<file path="src/rtl/alu_rr_arbiter.sv">
// Round-robin front end for a shared combinational ALU: grants one requester at a time,
// drives the ALU from registered operands and returns a tagged, backpressured response.
module alu_rr_arbiter #(
  parameter int  NREQ    = 4,
  parameter int  W       = 8,
  parameter int  MAX_SEL = 8,
  localparam int IDW     = $clog2(NREQ)
) (
  input  logic              clk,
  input  logic              rst,
  input  logic [NREQ-1:0]   req_valid,
  output logic [NREQ-1:0]   req_ready,
  input  logic [NREQ*W-1:0] req_a,
  input  logic [NREQ*W-1:0] req_b,
  input  logic [NREQ*4-1:0] req_sel,
  output logic [W-1:0]      alu_a,
  output logic [W-1:0]      alu_b,
  output logic [3:0]        alu_sel,
  input  logic [W-1:0]      alu_out,
  input  logic              alu_carry,
  input  logic              alu_flag,
  output logic              rsp_valid,
  input  logic              rsp_ready,
  output logic [IDW-1:0]    rsp_id,
  output logic [W-1:0]      rsp_out,
  output logic              rsp_carry,
  output logic              rsp_flag,
  output logic              rsp_err,
  output logic              busy,
  output logic [15:0]       op_count,
  output logic [7:0]        err_count
);

  typedef enum logic [1:0] {S_IDLE, S_EXEC, S_RESP} state_t;

  state_t         state_q, state_d;
  logic [IDW-1:0] ptr_q, ptr_d;
  logic [W-1:0]   a_q, a_d, b_q, b_d;
  logic [3:0]     sel_q, sel_d;
  logic [IDW-1:0] id_q, id_d;
  logic           rsp_valid_q, rsp_valid_d;
  logic [IDW-1:0] rsp_id_q, rsp_id_d;
  logic [W-1:0]   rsp_out_q, rsp_out_d;
  logic           rsp_carry_q, rsp_carry_d;
  logic           rsp_flag_q, rsp_flag_d;
  logic           rsp_err_q, rsp_err_d;
  logic [15:0]    op_count_q, op_count_d;
  logic [7:0]     err_count_q, err_count_d;

  logic           grant_vld;
  logic [IDW-1:0] grant_idx;

  // Scan downward so the index closest to the pointer (smallest offset) is the last writer.
  always_comb begin
    grant_vld = 1'b0;
    grant_idx = '0;
    for (int k = NREQ - 1; k >= 0; k--) begin
      if (req_valid[(int'(ptr_q) + k) % NREQ]) begin
        grant_vld = 1'b1;
        grant_idx = IDW'((int'(ptr_q) + k) % NREQ);
      end
    end
  end

  always_comb begin
    // NOTE: every signal gets its hold value first so no path leaves it unassigned (no latches).
    state_d     = state_q;
    ptr_d       = ptr_q;
    a_d         = a_q;
    b_d         = b_q;
    sel_d       = sel_q;
    id_d        = id_q;
    rsp_valid_d = rsp_valid_q;
    rsp_id_d    = rsp_id_q;
    rsp_out_d   = rsp_out_q;
    rsp_carry_d = rsp_carry_q;
    rsp_flag_d  = rsp_flag_q;
    rsp_err_d   = rsp_err_q;
    op_count_d  = op_count_q;
    err_count_d = err_count_q;
    req_ready   = '0;

    case (state_q)
      S_IDLE: begin
        if (grant_vld) begin
          req_ready[grant_idx] = ~rst;
          a_d     = req_a[grant_idx*W +: W];
          b_d     = req_b[grant_idx*W +: W];
          sel_d   = req_sel[grant_idx*4 +: 4];
          id_d    = grant_idx;
          ptr_d   = IDW'((int'(grant_idx) + 1) % NREQ);
          state_d = S_EXEC;
        end
      end
      S_EXEC: begin
        if (int'(sel_q) <= MAX_SEL) begin
          rsp_out_d   = alu_out;
          rsp_carry_d = alu_carry;
          rsp_flag_d  = alu_flag;
          rsp_err_d   = 1'b0;
        end else begin
          rsp_out_d   = '0;
          rsp_carry_d = 1'b0;
          rsp_flag_d  = 1'b0;
          rsp_err_d   = 1'b1;
          if (err_count_q != 8'hFF) err_count_d = err_count_q + 8'd1;
        end
        rsp_valid_d = 1'b1;
        rsp_id_d    = id_q;
        state_d     = S_RESP;
      end
      S_RESP: begin
        // Payload registers are left alone so they keep their value after rsp_valid drops.
        if (rsp_ready) begin
          rsp_valid_d = 1'b0;
          if (op_count_q != 16'hFFFF) op_count_d = op_count_q + 16'd1;
          state_d = S_IDLE;
        end
      end
      default: state_d = S_IDLE;
    endcase
  end

  // NOTE: sequential state uses non-blocking assignments so all registers update together.
  always_ff @(posedge clk or posedge rst) begin
    if (rst) begin
      state_q     <= S_IDLE;
      ptr_q       <= '0;
      a_q         <= '0;
      b_q         <= '0;
      sel_q       <= '0;
      id_q        <= '0;
      rsp_valid_q <= 1'b0;
      rsp_id_q    <= '0;
      rsp_out_q   <= '0;
      rsp_carry_q <= 1'b0;
      rsp_flag_q  <= 1'b0;
      rsp_err_q   <= 1'b0;
      op_count_q  <= '0;
      err_count_q <= '0;
    end else begin
      state_q     <= state_d;
      ptr_q       <= ptr_d;
      a_q         <= a_d;
      b_q         <= b_d;
      sel_q       <= sel_d;
      id_q        <= id_d;
      rsp_valid_q <= rsp_valid_d;
      rsp_id_q    <= rsp_id_d;
      rsp_out_q   <= rsp_out_d;
      rsp_carry_q <= rsp_carry_d;
      rsp_flag_q  <= rsp_flag_d;
      rsp_err_q   <= rsp_err_d;
      op_count_q  <= op_count_d;
      err_count_q <= err_count_d;
    end
  end

  assign alu_a     = a_q;
  assign alu_b     = b_q;
  assign alu_sel   = sel_q;
  assign rsp_valid = rsp_valid_q;
  assign rsp_id    = rsp_id_q;
  assign rsp_out   = rsp_out_q;
  assign rsp_carry = rsp_carry_q;
  assign rsp_flag  = rsp_flag_q;
  assign rsp_err   = rsp_err_q;
  assign busy      = (state_q != S_IDLE);
  assign op_count  = op_count_q;
  assign err_count = err_count_q;

endmodule

</file>
<file path="config.mk">
export PLATFORM = sky130hd
export DESIGN_NAME = alu_rr_arbiter
export DESIGN_NICKNAME = d
export VERILOG_FILES = /design/src/rtl/alu_rr_arbiter.sv
export SDC_FILE = /design/constraint.sdc
export NUM_CORES = 1
export LEC_CHECK = 0
export CAP_MARGIN = 10
export CORE_MARGIN = 2
export CORE_UTILIZATION = 49
export DETAILED_ROUTE_END_ITERATION = 16
export DONT_BUFFER_PORTS = 1
export PLACE_DENSITY = 0.66
export SLEW_MARGIN = 20
export SYNTH_ARGS = -nofsm -noshare
export SYNTH_HDL_FRONTEND = slang
export SYNTH_SLANG_ARGS = --single-unit
export TNS_END_PERCENT = 50
</file>
<file path="constraint.sdc">
create_clock -name clk -period 2.9 [get_ports clk]
set_input_delay 0.58 -clock clk [delete_from_list [all_inputs] [get_ports clk]]
set_output_delay 0.58 -clock clk [all_outputs]
set_load 0.02 [all_outputs]
</file>
==> impl_metrics.csv <==
group,metric,value,unit
logic_synthesis,synth.cell_area,0.00327,mm2
global_route,first_pass_grt_wire_length,11700,um
setup_path,setup.worst_path.start,"state_q[1]",
power,irDropWorstVdd,0.000588,V
sta,fin_skew,0.00983,ns
sta,max_slew.worst_pin.slew,0.792,ns
worst_hold_path,worst_hold_path_type,"input pin to flop",
logic_synthesis,synth_enable_flop_cells,0,
die,core.rowCount,29,
setup_path,crit_path_start_kind,"flop",
global_route,grt_start_max_net_pins,65,
logic_synthesis,synth-simple-area-share,0.155,
setup_path,crit_slowest_cell,"sky130_fd_sc_hd__dfrtp_1",
cts,postCtsResizedCells,0,
logic_synthesis,postSynth.topFlopCell,"sky130_fd_sc_hd__dfrtp_1",
sta,sum_of_negative_setup_slack,0,ns
power,switching_share,0.425,
sta,final-setup-viol-count,0,
finish,area_growth_syn_to_layout,9.76,%
worst_hold_path,worst_hold_startpoint,"rsp_ready",
route,route.antenna.remaining_nets,0,
setup_path,timing.critical_path.slowest_cell_delay,0.41,ns
cts,cts_htree_levels,3,
cts,tritoncts,"yes",
cts,cts_made_buffers,9,
placement,gp_congestion,0.874,
finish,multiInputGateArea,0.00155,mm2
power,static-leakage-power,1.67,nW
cts,clock_path_buffers,2,
global_route,via_count_of_the_first_global_routing_pass,2419,
sta,setup_ws,0.297,ns
route,wl_per_cell,18.2,um
cts,post_cts_hold_buffer_count,0,
finish,area.sequential,0.00160,mm2
power,netSwitchingPower,0.00173,W
sta,post-route-min-period,2.60,ns
logic_synthesis,share_of_the_synthesized_area_in_compound_gates_ao_oa_aoi_oai,0.119,
sta,period_share,0.898,
logic_synthesis,synth.top_cells.by_area,"sky130_fd_sc_hd__dfrtp_1, sky130_fd_sc_hd__mux2i_1, sky130_fd_sc_hd__nand2_1",
die,start_util,0.512,
sta,slew-limit-headroom,0.472,
power,pwr-share-seq,0.465,
logic_synthesis,synth-adder-area-share,0.00765,
route,route.final.wire_length,7210,um
logic_synthesis,yosys_warnings,0,
global_route,gr-total-overflow,0,
finish,layout-drive-gt1-share,0.110,
logic_synthesis,synth_xor_area_frac,0.0536,
cts,buffer_count_from_post_cts_setup_fixing,0,
placement,numPortBuffers,0,
sta,rsz0062_at_grt,"false",
logic_synthesis,portion_of_the_post_synthesis_area_used_by_sequential_elements,0.490,
die,width_of_the_die,85.7,um
flow_run,max-cap-violations,0,
logic_synthesis,postSynthAreaPerCell,10.6,um2
die,die-area,0.00734,mm2
logic_synthesis,synthesis.instances,310,
setup_path,setup_crit_path_kind,"flop to output pin",
route,drcViolationCount,0,
die,floorplan.core_area,0.00639,mm2
logic_synthesis,synth_area_leader_cell,"sky130_fd_sc_hd__dfrtp_1",
route,dr.pass1.iters,4,
power,power.combinational.fraction,0.301,
logic_synthesis,post_synth_most_frequent_cells,"sky130_fd_sc_hd__dfrtp_1, sky130_fd_sc_hd__nand2_1, sky130_fd_sc_hd__mux2i_1",
global_route,global_route.usage.total,0.203,
setup_path,cp_cell_sequence,"or2_1, a21o_1, nor4b_1, buf_4",
route,detail_route.vias_per_cell,5.96,
logic_synthesis,synth_top_family_by_area,"simple AND/OR/NAND/NOR gates",
setup_path,reg2reg_from,"ptr_q[0]",
cts,cts.clk_slew.worst_paths,0.07,ns
setup_path,cp.arrival,2.02,ns
placement,detailedPlace.worstSlack,0.462,ns
logic_synthesis,synthMuxAreaShare,0.136,
logic_synthesis,yosys.area.top_type_share,0.490,
power,power_per_cell_area,1140,mW/mm2
status,run_status,"completed",
setup_path,endpoint_kind,"output pin",
sta,hold_viol,0,
finish,antenna_diode_count,0,
route,drt-initial-drc-count,141,
power,p_clk_frac,0.234,
die,die-height,85.7,um
logic_synthesis,postSynthNetCount,409,
cts,clk_root_buffer_cell,"sky130_fd_sc_hd__clkbuf_8",
sta,timing.final.max_slew_violations,0,
sta,fmax,384,MHz
finish,fill_cells,594,
route,vias,2356,
finish,finalNetCount,412,
logic_synthesis,synth_most_common_cell,"sky130_fd_sc_hd__dfrtp_1",
logic_synthesis,synth.lib_cells_used.distinct,40,
global_route,number_of_antenna_violations_at_the_first_check_in_global_routing,0,
die,io-pin-count,160,
cts,cts.sinks,64,
setup_path,worst-path-max-fanout,15,
logic_synthesis,synth_async_reset_ratio,1.00,
logic_synthesis,ys_ff_latch,64,
power,internal_power,0.00235,W
cts,clock_insertion_delay_worst_skew,0.33,ns
setup_path,worst_ep_required_time,2.32,ns
placement,dpl.hpwl,5290,um
-- registers in the layout, indices dropped and copies added (netlist names), 2 cells and up --
signal	cells
id_q	2
alu_b	8
op_count	16
rsp_out	8
ptr_q	2
alu_a	8
err_count	8
alu_sel	4
rsp_id	2
state_q	2
-- power by group through the flow --
stage | Sequential [W] | Clock (W) | Combinational, W
6_report | 0.00190 | 0.000955 | 0.00123
5_1_grt | 0.00195 | 0.00101 | 0.00141
4_1_cts | 0.00191 | 0.000975 | 0.00125
3_5_place_dp | 0.00192 | 0 | 0.00126
3_3_place_gp | 0.00191 | 0 | 0.00121
2_1_floorplan | 0.00181 | 0 | 0.00108
-- cell usage in the layout (no fill, tap or decap), types with 8 or more instances in the layout --
master                     count
sky130_fd_sc_hd__nor2_1       14
sky130_fd_sc_hd__buf_4         8
sky130_fd_sc_hd__xnor2_1      14
sky130_fd_sc_hd__clkbuf_8     10
sky130_fd_sc_hd__dfrtp_1      64
sky130_fd_sc_hd__mux2i_1      40
sky130_fd_sc_hd__nand2_1      55
sky130_fd_sc_hd__nand4_1       8
sky130_fd_sc_hd__o221ai_1     20
sky130_fd_sc_hd__o21ai_0      12
-- cell families after synthesis --
group	after synthesis
DFF	64
and+or+nand+nor	105
AOI/OAI and AO/OA	51
xor gates and xnor gates	20
adders and majority gates	2
buffers and inverters	24
muxes	44
-- through the flow --
stage                     std cells  area, um2   util  power [W]  hold WS, ns
after global routing            395       3590  0.562    0.00437        0.337
after floorplan                 310       3270      -    0.00289        0.443
after CTS                       395       3590  0.562    0.00413        0.330
after global placement          379       3340  0.523    0.00312        0.461
after detailed placement        379       3340  0.523    0.00317        0.465
final                           395       3590  0.562    0.00408        0.345
-- worst paths after layout --
path                                 to  slack [ns]  depth (start not counted)
setup reg to reg             alu_sel[3]        0.64                          6
hold reg to reg                 id_q[0]        0.48                          1
max in group asynchronous   op_count[8]        2.01                          2
setup / recovery           req_ready[2]        0.30                          4
hold / removal               state_q[1]        0.35                          1
min in group asynchronous      alu_a[5]        0.37                          2
-- critical path: cells and delay by family (launching register included) --
| family | cells | cell delay [ns] |
|---|---|---|
| DFF | 1 | 0.41 |
| and+or+nand+nor | 2 | 0.70 |
| buffers and inverters | 1 | 0.19 |
| AOI/OAI and AO/OA | 1 | 0.37 |
-- layout make-up --
| class | count | share of cell area |
|---|---|---|
| clock inverters | 6 | 0.0321 |
| multi-input cells | 222 | 0.430 |
| clock buffers | 10 | 0.0383 |
| well taps | 77 | 0.0268 |
| repair buffers | 8 | 0.0167 |
| flip-flops and latches | 64 | 0.446 |
| inverters | 8 | 0.00941 |
-- per-layer routing --
metal | vias to the layer above | track usage | routed length, um
met2 | 108 | 0.344 | 3590
met5 | - | 0 | 0
li1 | 1112 | - | -
met3 | 11 | 0.0664 | 610
met4 | 0 | 0.0895 | 129
met1 | 1125 | 0.236 | 2870
(Power assumes the default switching activity.)
